`src/rtl/cp0_pkg.sv`:
```
// -----------------------------------------------------------------------------
// cp0_pkg
// Shared definitions for the CP0 exception sequencer and its optional timer:
// CP0 register addresses, ExcCode values, Status bit positions, the sequencer
// state enum and small helpers that format the values written into CP0.
// -----------------------------------------------------------------------------
package cp0_pkg;

  // CP0 register numbers used by the sequencer and the timer
  localparam logic [4:0] CP0_BADVADDR = 5'd8;
  localparam logic [4:0] CP0_COUNT    = 5'd9;
  localparam logic [4:0] CP0_COMPARE  = 5'd11;
  localparam logic [4:0] CP0_STATUS   = 5'd12;
  localparam logic [4:0] CP0_CAUSE    = 5'd13;
  localparam logic [4:0] CP0_EPC      = 5'd14;

  // ExcCode values reported by the commit stage
  localparam logic [4:0] EXC_INT  = 5'h00;
  localparam logic [4:0] EXC_ADEL = 5'h04;
  localparam logic [4:0] EXC_ADES = 5'h05;
  localparam logic [4:0] EXC_SYS  = 5'h08;
  localparam logic [4:0] EXC_BP   = 5'h09;
  localparam logic [4:0] EXC_RI   = 5'h0a;
  localparam logic [4:0] EXC_OV   = 5'h0c;

  // Status bit positions
  localparam int STATUS_IE_BIT  = 0;
  localparam int STATUS_EXL_BIT = 1;

  // Sequencer states
  typedef enum logic [2:0] {
    ST_IDLE     = 3'd0,
    ST_W_EPC    = 3'd1,
    ST_W_BADV   = 3'd2,
    ST_W_CAUSE  = 3'd3,
    ST_W_STATUS = 3'd4,
    ST_E_STATUS = 3'd5,
    ST_REDIR    = 3'd6
  } exc_state_e;

  // EPC points at the branch when the faulting instruction sits in a delay slot
  function automatic logic [31:0] epc_value(input logic [31:0] pc, input logic bd);
    logic [31:0] v;
    if (bd) begin
      v = pc - 32'd4;
    end else begin
      v = pc;
    end
    return v;
  endfunction

  // Cause image: BD in bit 31, pending IP vector in [15:8], ExcCode in [6:2]
  function automatic logic [31:0] cause_value(input logic bd, input logic [7:0] ip,
                                              input logic [4:0] code);
    return {bd, 15'd0, ip, 1'b0, code, 2'd0};
  endfunction

endpackage

```
`src/rtl/cp0_timer.sv`:
```
// -----------------------------------------------------------------------------
// cp0_timer
// Shadow of CP0 Count/Compare that produces the timer interrupt for IP[7].
// Count advances once every two clocks (first step on the first edge after
// reset). The interrupt is sticky once Count equals a non-zero Compare and is
// cleared by any write to Compare.
// Ports:
//   clk, resetn        clock, asynchronous active-low reset
//   wen/waddr/wdata    accepted MTC0 write (addr 9 loads Count, 11 loads Compare)
//   timer_int          sticky timer interrupt
// -----------------------------------------------------------------------------
module cp0_timer
  import cp0_pkg::*;
(
  input  logic        clk,
  input  logic        resetn,
  input  logic        wen,
  input  logic [4:0]  waddr,
  input  logic [31:0] wdata,
  output logic        timer_int
);

  logic [31:0] count_r;
  logic [31:0] compare_r;
  logic        phase_r;
  logic        timer_int_r;

  // Count register: loaded by MTC0 Count, otherwise steps on every other edge
  always_ff @(posedge clk or negedge resetn) begin
    if (!resetn) begin
      count_r <= 32'd0;
      phase_r <= 1'b0;
    end else begin
      phase_r <= ~phase_r;
      if (wen && (waddr == CP0_COUNT)) begin
        count_r <= wdata;
      end else if (!phase_r) begin
        count_r <= count_r + 32'd1;
      end else begin
        count_r <= count_r;
      end
    end
  end

  // Compare register and sticky interrupt; a Compare write wins over a match
  always_ff @(posedge clk or negedge resetn) begin
    if (!resetn) begin
      compare_r   <= 32'd0;
      timer_int_r <= 1'b0;
    end else begin
      if (wen && (waddr == CP0_COMPARE)) begin
        compare_r   <= wdata;
        timer_int_r <= 1'b0;
      end else if ((count_r == compare_r) && (compare_r != 32'd0)) begin
        timer_int_r <= 1'b1;
      end else begin
        timer_int_r <= timer_int_r;
      end
    end
  end

  assign timer_int = timer_int_r;

endmodule

```
`src/rtl/cp0_exc_ctrl.sv`:
```
// -----------------------------------------------------------------------------
// cp0_exc_ctrl
// Exception / ERET / MTC0 sequencer between the commit stage and CP0. It
// accepts one request in IDLE (exception > ERET > MTC0), serializes the CP0
// writes through the single write port, flushes the pipeline on the accept
// cycle and issues a one-cycle redirect. It also derives int_req from
// Status/Cause and the hardware interrupt lines.
// Optional feature macro: CP0_TIMER_INT_EN (adds cp0_timer, drives IP[7]).
// Ports:
//   hw_int                 level hardware interrupts
//   exc_*/eret_valid/mtc0_* commit-stage requests, held until req_ready
//   status_in/cause_in/epc_in current CP0 contents
//   cp0_wen/waddr/wdata    CP0 general write port
//   flush, redirect_*      pipeline control
//   req_ready, busy, int_req status
// -----------------------------------------------------------------------------
module cp0_exc_ctrl
  import cp0_pkg::*;
#(
  parameter logic [31:0] EXC_VECTOR = 32'hBFC00380
) (
  input  logic        clk,
  input  logic        resetn,
  input  logic [5:0]  hw_int,
  input  logic        exc_valid,
  input  logic [4:0]  exc_code,
  input  logic [31:0] exc_pc,
  input  logic        exc_bd,
  input  logic        exc_has_bad,
  input  logic [31:0] exc_badvaddr,
  input  logic        eret_valid,
  input  logic        mtc0_valid,
  input  logic [4:0]  mtc0_addr,
  input  logic [31:0] mtc0_data,
  output logic        req_ready,
  input  logic [31:0] status_in,
  input  logic [31:0] cause_in,
  input  logic [31:0] epc_in,
  output logic        cp0_wen,
  output logic [4:0]  cp0_waddr,
  output logic [31:0] cp0_wdata,
  output logic        int_req,
  output logic        flush,
  output logic        redirect_valid,
  output logic [31:0] redirect_pc,
  output logic        busy
);

  exc_state_e  state_r;
  exc_state_e  state_nxt_s;
  logic [7:0]  ip_s;
  logic        accept_exc_s;
  logic        accept_eret_s;
  logic        accept_mtc0_s;
  logic        unused_s;

  logic [4:0]  code_r;
  logic [31:0] pc_r;
  logic        bd_r;
  logic        has_bad_r;
  logic [31:0] badv_r;
  logic [7:0]  ip_r;
  logic [31:0] redir_pc_r;

`ifdef CP0_TIMER_INT_EN
  logic timer_int_s;

  cp0_timer u_timer (
    .clk       (clk),
    .resetn    (resetn),
    .wen       (accept_mtc0_s),
    .waddr     (mtc0_addr),
    .wdata     (mtc0_data),
    .timer_int (timer_int_s)
  );

  assign ip_s     = {timer_int_s, hw_int[4:0], cause_in[9:8]};
  assign unused_s = ^{cause_in[31:10], cause_in[7:0], hw_int[5]};
`else
  assign ip_s     = {hw_int, cause_in[9:8]};
  assign unused_s = ^{cause_in[31:10], cause_in[7:0]};
`endif

  // Request arbitration: only in IDLE and outside reset; the flush kills the losers
  always_comb begin
    accept_exc_s  = 1'b0;
    accept_eret_s = 1'b0;
    accept_mtc0_s = 1'b0;
    if (resetn && (state_r == ST_IDLE)) begin
      accept_exc_s  = exc_valid;
      accept_eret_s = ~exc_valid & eret_valid;
      accept_mtc0_s = ~exc_valid & ~eret_valid & mtc0_valid;
    end else begin
      accept_exc_s  = 1'b0;
    end
  end

  // Interrupt request: enabled, not at exception level, and a pending unmasked line
  always_comb begin
    int_req = resetn & status_in[STATUS_IE_BIT] & ~status_in[STATUS_EXL_BIT]
              & (|(status_in[15:8] & ip_s));
  end

  // State register
  always_ff @(posedge clk or negedge resetn) begin
    if (!resetn) begin
      state_r <= ST_IDLE;
    end else begin
      state_r <= state_nxt_s;
    end
  end

  // Next-state logic
  always_comb begin
    state_nxt_s = state_r;
    case (state_r)
      ST_IDLE: begin
        if (accept_exc_s) begin
          state_nxt_s = ST_W_EPC;
        end else if (accept_eret_s) begin
          state_nxt_s = ST_E_STATUS;
        end else begin
          state_nxt_s = ST_IDLE;
        end
      end
      ST_W_EPC: begin
        if (has_bad_r) begin
          state_nxt_s = ST_W_BADV;
        end else begin
          state_nxt_s = ST_W_CAUSE;
        end
      end
      ST_W_BADV:   state_nxt_s = ST_W_CAUSE;
      ST_W_CAUSE:  state_nxt_s = ST_W_STATUS;
      ST_W_STATUS: state_nxt_s = ST_REDIR;
      ST_E_STATUS: state_nxt_s = ST_REDIR;
      ST_REDIR:    state_nxt_s = ST_IDLE;
      default:     state_nxt_s = ST_IDLE;
    endcase
  end

  // Output decode; MTC0 passes straight through on its accept cycle
  always_comb begin
    req_ready      = 1'b0;
    busy           = 1'b1;
    flush          = 1'b0;
    cp0_wen        = 1'b0;
    cp0_waddr      = 5'd0;
    cp0_wdata      = 32'd0;
    redirect_valid = 1'b0;
    redirect_pc    = 32'd0;
    case (state_r)
      ST_IDLE: begin
        busy      = 1'b0;
        req_ready = 1'b1;
        flush     = accept_exc_s | accept_eret_s;
        if (accept_mtc0_s) begin
          cp0_wen   = 1'b1;
          cp0_waddr = mtc0_addr;
          cp0_wdata = mtc0_data;
        end else begin
          cp0_wen   = 1'b0;
        end
      end
      ST_W_EPC: begin
        cp0_wen   = 1'b1;
        cp0_waddr = CP0_EPC;
        cp0_wdata = epc_value(pc_r, bd_r);
      end
      ST_W_BADV: begin
        cp0_wen   = 1'b1;
        cp0_waddr = CP0_BADVADDR;
        cp0_wdata = badv_r;
      end
      ST_W_CAUSE: begin
        cp0_wen   = 1'b1;
        cp0_waddr = CP0_CAUSE;
        cp0_wdata = cause_value(bd_r, ip_r, code_r);
      end
      ST_W_STATUS: begin
        cp0_wen   = 1'b1;
        cp0_waddr = CP0_STATUS;
        cp0_wdata = status_in | (32'd1 << STATUS_EXL_BIT);
      end
      ST_E_STATUS: begin
        cp0_wen   = 1'b1;
        cp0_waddr = CP0_STATUS;
        cp0_wdata = status_in & ~(32'd1 << STATUS_EXL_BIT);
      end
      ST_REDIR: begin
        redirect_valid = 1'b1;
        redirect_pc    = redir_pc_r;
      end
      default: begin
        busy = 1'b1;
      end
    endcase
  end

  // Request snapshot taken on accept so later input changes cannot disturb the sequence
  always_ff @(posedge clk or negedge resetn) begin
    if (!resetn) begin
      code_r     <= 5'd0;
      pc_r       <= 32'd0;
      bd_r       <= 1'b0;
      has_bad_r  <= 1'b0;
      badv_r     <= 32'd0;
      ip_r       <= 8'd0;
      redir_pc_r <= 32'd0;
    end else if (accept_exc_s) begin
      code_r     <= exc_code;
      pc_r       <= exc_pc;
      bd_r       <= exc_bd;
      has_bad_r  <= exc_has_bad;
      badv_r     <= exc_badvaddr;
      ip_r       <= ip_s;
      redir_pc_r <= EXC_VECTOR;
    end else if (accept_eret_s) begin
      redir_pc_r <= epc_in;
    end else begin
      redir_pc_r <= redir_pc_r;
    end
  end

endmodule

```
`config.mk`:
```
export PLATFORM = sky130hd
export DESIGN_NAME = cp0_exc_ctrl
export DESIGN_NICKNAME = d
export VERILOG_FILES = /design/src/rtl/cp0_pkg.sv /design/src/rtl/cp0_timer.sv /design/src/rtl/cp0_exc_ctrl.sv
export SDC_FILE = /design/constraint.sdc
export NUM_CORES = 1
export LEC_CHECK = 0
export BUFFER_PORTS_ARGS = -buffer_cell sky130_fd_sc_hd__buf_2
export CORE_ASPECT_RATIO = 0.5
export CORE_MARGIN = 1
export CORE_UTILIZATION = 50
export DETAILED_ROUTE_END_ITERATION = 12
export GPL_TIMING_DRIVEN = 0
export PLACE_DENSITY = 0.86
export SYNTH_ARGS = -nofsm -noshare
export SYNTH_HDL_FRONTEND = slang
export SYNTH_SLANG_ARGS = --single-unit
```
`constraint.sdc`:
```
create_clock -name clk -period 3.3 [get_ports clk]
set_input_delay 0.165 -clock clk [delete_from_list [all_inputs] [get_ports clk]]
set_output_delay 0.165 -clock clk [all_outputs]
set_load 0.01 [all_outputs]
```
== After elaboration in Yosys (flattened, before gate mapping) ==
Index checks and enable logic that the tools add are counted.
Word-level totals
  register bits after elaboration: 114
  input bits: 215
  output and inout port bits: 75
  logic and storage cells: 53
Cells by class
  add/subtract/negate cells: 1
  equal/unequal tests: 6
  multiplexer cells: 21
  bitwise logic cells: 11
  reductions and logical operators: 6
Operator list (count)
  32-bit case mux with 6 select lines: 1
  32-bit two-way mux: 5
  32-bit by 3-bit subtractor with 32-bit output (second input constant): 1
  5-bit case mux with 5 select lines: 1
  3-bit case mux with 5 select lines: 1
  3-bit equality test (second input constant): 3
  1-bit two-way mux: 9
  8-bit AND: 1
  8-bit OR reduction: 1
  1-bit AND: 6
  3-bit by 2-bit equality test with 1-bit output (second input constant): 2
  3-bit two-way mux: 2
  5-bit two-way mux: 1
  5-bit OR reduction: 1
  3-bit by 1-bit equality test with 1-bit output (second input constant): 1
  3-bit logical NOT: 1
  1-bit inverter: 3
  1-bit case mux with 2 select lines: 1
  2-bit nonzero test: 1
  2-bit OR reduction: 1
  1-bit logical AND: 1
  1-bit OR: 1

== Longest topological paths before layout ==
  depth after elaboration: 6
  depth in mapped cells: 8
  gate-level depth less buffers: 7

== Least setup slack after synthesis ==
No wires, ideal clock.
  path type: flip-flop to output port
  from: reg pc_r[23]
  to: out cp0_wdata[30]
  arrival: 2.048 ns
  required time: 3.135 ns
  slack: 1.087 ns
  cell stages (with the launch flop): 6
  buffers on the path: 0
  path through: dfrtp_1 -> or4_4 -> or4_4 -> or3_1 -> xor2_1 -> o21ai_1
On the way
  word-level cells in the longest chain between the ends: 3
Ends and longest elaborated chain
  start: declaration: line cp0_exc_ctrl.sv:58  | logic [31:0] pc_r;
  start signal: assignment: line cp0_exc_ctrl.sv:212  | pc_r <= exc_pc;
  32-bit by 3-bit subtractor with 32-bit output: line cp0_pkg.sv:45  | v = pc - 32'd4;
  32-bit two-way mux: line cp0_pkg.sv:44  | if (bd) begin
  32-bit case mux with 6 select lines: line cp0_exc_ctrl.sv:152  | case (state_r)
  end: declaration: line cp0_exc_ctrl.sv:41  | output logic [31:0] cp0_wdata,
Every way passes these cells.

== Worst setup path in the final report ==
  from: reg state_r[2]
  to: out cp0_wdata[16]
On the way
  word-level cells in the longest chain between the ends: 5
  elaborated cells between the ends (all ways): 10
  those cells by class: 5 x eq/ne; 3 x mux; 2 x reduce/logical
Ends and longest elaborated chain
  start: declaration: line cp0_exc_ctrl.sv:49  | exc_state_e state_r;
  start signal: assignment: line cp0_exc_ctrl.sv:109  | state_r <= state_nxt_s;
  3-bit logical NOT: line cp0_exc_ctrl.sv:89, cp0_exc_ctrl.sv:152
  1-bit logical AND: line cp0_exc_ctrl.sv:89  | if (resetn && (state_r == ST_IDLE)) begin
  1-bit two-way mux: line cp0_exc_ctrl.sv:89
  32-bit two-way mux: line cp0_exc_ctrl.sv:157  | if (accept_mtc0_s) begin
  32-bit case mux with 6 select lines (*): line cp0_exc_ctrl.sv:152
Every way passes the cells marked *; elsewhere a longest branch is shown, timed or not.

==> out/metrics.csv <==
stage,metric,value,unit
outcome,status,"complete, no violations",
global_route,initial antenna violation count,0,
drt,iteration count of the initial detailed-routing pass,8,
die,Die ar.,0.01244,mm2
power,static leakage,4.378,nW
hold_path,Tightest Hold Check Type,primary input to flop,
place,Port Buffers,259,
worst_setup_path,Worst Setup Start Kind,flop,
cells_and_area,proportion of layout cells with a drive suffix above 1,0.4306,
cts,clock tree buffer depth,2,
sta,Final Hold Vio Count,0,
global_route,met2 GRT Util,0.5987,
cells_and_area,Post-Layout Cell Count,1081,
drt,WL final,22.43,mm
cts,clk sinks,114,
cells_and_area,Final Net Count,1125,
place,GPL Wtd Cong,0.9425,
cts,Clock transition at path regs,60,ps
cts,insertion delay to the later sink of the worst-skew pair,420,ps
drt,vias,6470,
hold_path,hold depth,2,
worst_setup_path,crit path from,state_r[2]$_DFF_PN0_,
sta,post-layout minimum cycle time,3161,ps
die,Vert. Die Dim,79.39,um
sta,Setup Skew,11.31,ps
yosys,Avg Inst Size Synth,11.11,um2
sta,final critical-path share of the clock period,0.9579,
worst_setup_path,cells on worst reg2reg path,7,
cts,H-Tree Depth,4,
cts,TritonCTS Buffers,17,
sta,Setup TNS,0,ps
drt,vias per cell,5.985,
sta,"Slew Viols, Final",0,
yosys,number of synthesized flops with an enable pin,0,
sta,worst slew pin tran,756.3,ps
cts,TritonCTS clock tree,yes,
power,Worst VDD drop,0.4438,mV
power,PD cells,883.6,mW/mm2
worst_setup_path,crit path max fanout,10,
global_route,pin count of the biggest net entering global routing,71,
drt,Routed Antenna Nets,0,
global_route,GRT busiest layer,met2,
sta,RSZ-0062 raised after global routing,false,
cells_and_area,fin util,0.8035,
die,die span in x,156.8,um
cts,root buf cell,clkbuf_16,
yosys,Mapped Area,0.005988,mm2
sta,Achievable Freq,316.3,MHz
sta,Slew headroom,0.4958,
yosys,"Net Count, Synth",755,
global_route,GRT Residual Overflow,0,
yosys,most used flip-flop cell after synthesis,dfrtp_1,
drt,DR DRC count,0,
worst_setup_path,critical path class,flop to output pin,
power,Overall Power,8.035,mW
worst_setup_path,Worst EP required,3130,ps
place,placed inst area,0.007513,mm2
yosys,Synth async-reset ratio,1.000,
yosys,count of unique library cells instantiated by Yosys,49,
place,dpl cells,958,
cells_and_area,Layout area overhead,51.86,%
yosys,Mapped Cells,539,
worst_setup_path,worst r2r dst,badv_r[20]$_DFFE_PN0P_,
die,# IOs,290,
worst_setup_path,worst r2r src,state_r[2]$_DFF_PN0_,
drt,WL/cell,20.75,um
global_route,vias in the first global route,6555,
global_route,first-pass GRT wire length,33.75,mm
die,FP Rows,27,
drt,1st-iter DRT viols,594,
yosys,synth warn,0,
cells_and_area,# fillers,656,
hold_path,Hold Crit Endpoint,code_r[3]$_DFFE_PN0P_,
worst_setup_path,reg2reg setup slack,820,ps
yosys,"flops & latches, synth",114,
hold_path,worst hold path startpoint,exc_code[3],
worst_setup_path,CP Capture Type,output pin,
place,dpl hpwl,14.51,mm
global_route,grt met3 use,0.08198,
job,Max Cap Viol,0,
global_route,gr usage total,0.3608,
die,core area,0.01132,mm2
worst_setup_path,crit path DAT,3000,ps
cells_and_area,post-layout instance area,0.009094,mm2
global_route,met1 Track Usage GR,0.4338,
sta,# setup viols final,0,
cells_and_area,diode count,0,
yosys,post-synthesis sequential area ratio,0.4764,
die,Initial Util,0.5291,
cell families (layout without fill, tap and decap cells):
family,after synthesis,in the layout,synth area share
adders and majority gates,1,1,0.002089
DFF,114,114,0.4764
AOI/OAI and AO/OA,114,114,0.1438
xor gates and xnor gates,29,29,0.04242
muxes,93,93,0.1743
buffers and inverters,47,430,0.03301
and+or+nand+nor,141,141,0.1281
worst max path at each step:
| stage | to | slack (ps) | cells after the start |
|---|---|---|---|
| CTS | cp0_wdata[16] | 110 | 9 |
| global placement | cp0_wdata[5] | -620 | 8 |
| floorplan | cp0_wdata[30] | 1090 | 5 |
| finish | cp0_wdata[16] | 140 | 9 |
| detailed placement | cp0_wdata[16] | 370 | 9 |
| global route | cp0_wdata[16] | 50 | 9 |
sequential cells by signal, indices dropped and copies added, names as in the netlist:
register	count
badv_r	32
bd_r	1
code_r	5
has_bad_r	1
ip_r	8
pc_r	32
redir_pc_r	32
state_r	3
area by class of cell:
type,count,area (um2),area share
Timing Repair Buffer,351,2255,0.2479
Buffer,42,180.2,0.01981
Clock inverter,10,180.2,0.01981
Clock buffer,22,464.2,0.05105
Inverter,5,18.77,0.002064
Tap cell,159,198.9,0.02188
Sequential cell,114,2853,0.3137
Multi-Input combinational cell,378,2944,0.3237
routing by layer:
layer  vias to the layer above  wire [um]
met3                       115       1911
met1                      3137       8805
met4                         0        994
met5                         -          0
li1                       2762          -
met2                       456      10720
report_power, final:
part	leakage, nW	internal (mW)	switching (mW)	total, mW
registers	1.37	2.06	0.549	2.60
logic	2.70	1.61	1.80	3.40
clock network	0.310	1.38	0.653	2.03
synthesized netlist by cell type, drive strengths merged, types with 7 or more instances:
cell | count | area share
a21oi | 7 | 0.0058
a221oi | 18 | 0.026
a222oi | 10 | 0.017
a22o | 24 | 0.035
and3 | 33 | 0.034
buf | 16 | 0.013
clkbuf | 25 | 0.016
dfrtp | 114 | 0.48
mux2 | 90 | 0.17
nand2 | 30 | 0.019
nor2 | 28 | 0.018
nor3 | 10 | 0.0092
nor4 | 9 | 0.010
o21ai | 31 | 0.026
o22a | 12 | 0.018
xnor2 | 21 | 0.031
xor2 | 8 | 0.012
worst max-delay path, stage by stage, from the launching register on:
cell      delay [ps]
dfrtp_1          360
clkbuf_1         240
nor3_4           350
and2_1           240
and3_1           270
buf_2            270
buf_2            330
a221oi_1         160
o21ai_0          180
buf_2            190
metrics by stage:
stage	hold slack (ps)	worst slack [ps]
after global routing	3.436	47.03
after CTS	0.3305	111.8
after global placement	378.9	-621.8
after floorplan	-130.6	1087
after detailed placement	354.6	373.6
final	0.9151	138.9
timing repair:
| action | CTS | global route |
|---|---|---|
| hold buffers | 88 | 3 |
| endpoints found under the hold margin | 156 | 3 |
| resized for setup | 0 | 2 |
| setup buffers | 0 | 0 |
| endpoints found under the setup margin | 0 | 14 |
cells in the final DEF, fill, tap and decap left out, types with 5 or more instances in the layout:
cell,instances
a222oi_1,10
dlygate4sd3_1,90
a21oi_1,7
o21ai_0,29
and3_1,33
o22a_1,12
nor2b_1,5
bufinv_16,5
nor2_1,28
clkbuf_1,28
buf_1,7
a22o_1,24
clkbuf_16,17
nor4_1,8
nor3_1,9
xnor2_1,21
mux2_2,90
a221oi_1,18
nand2_1,30
xor2_1,8
inv_1,5
dfrtp_1,114
buf_2,265
Note: power is estimated with default switching activity, not from simulation.
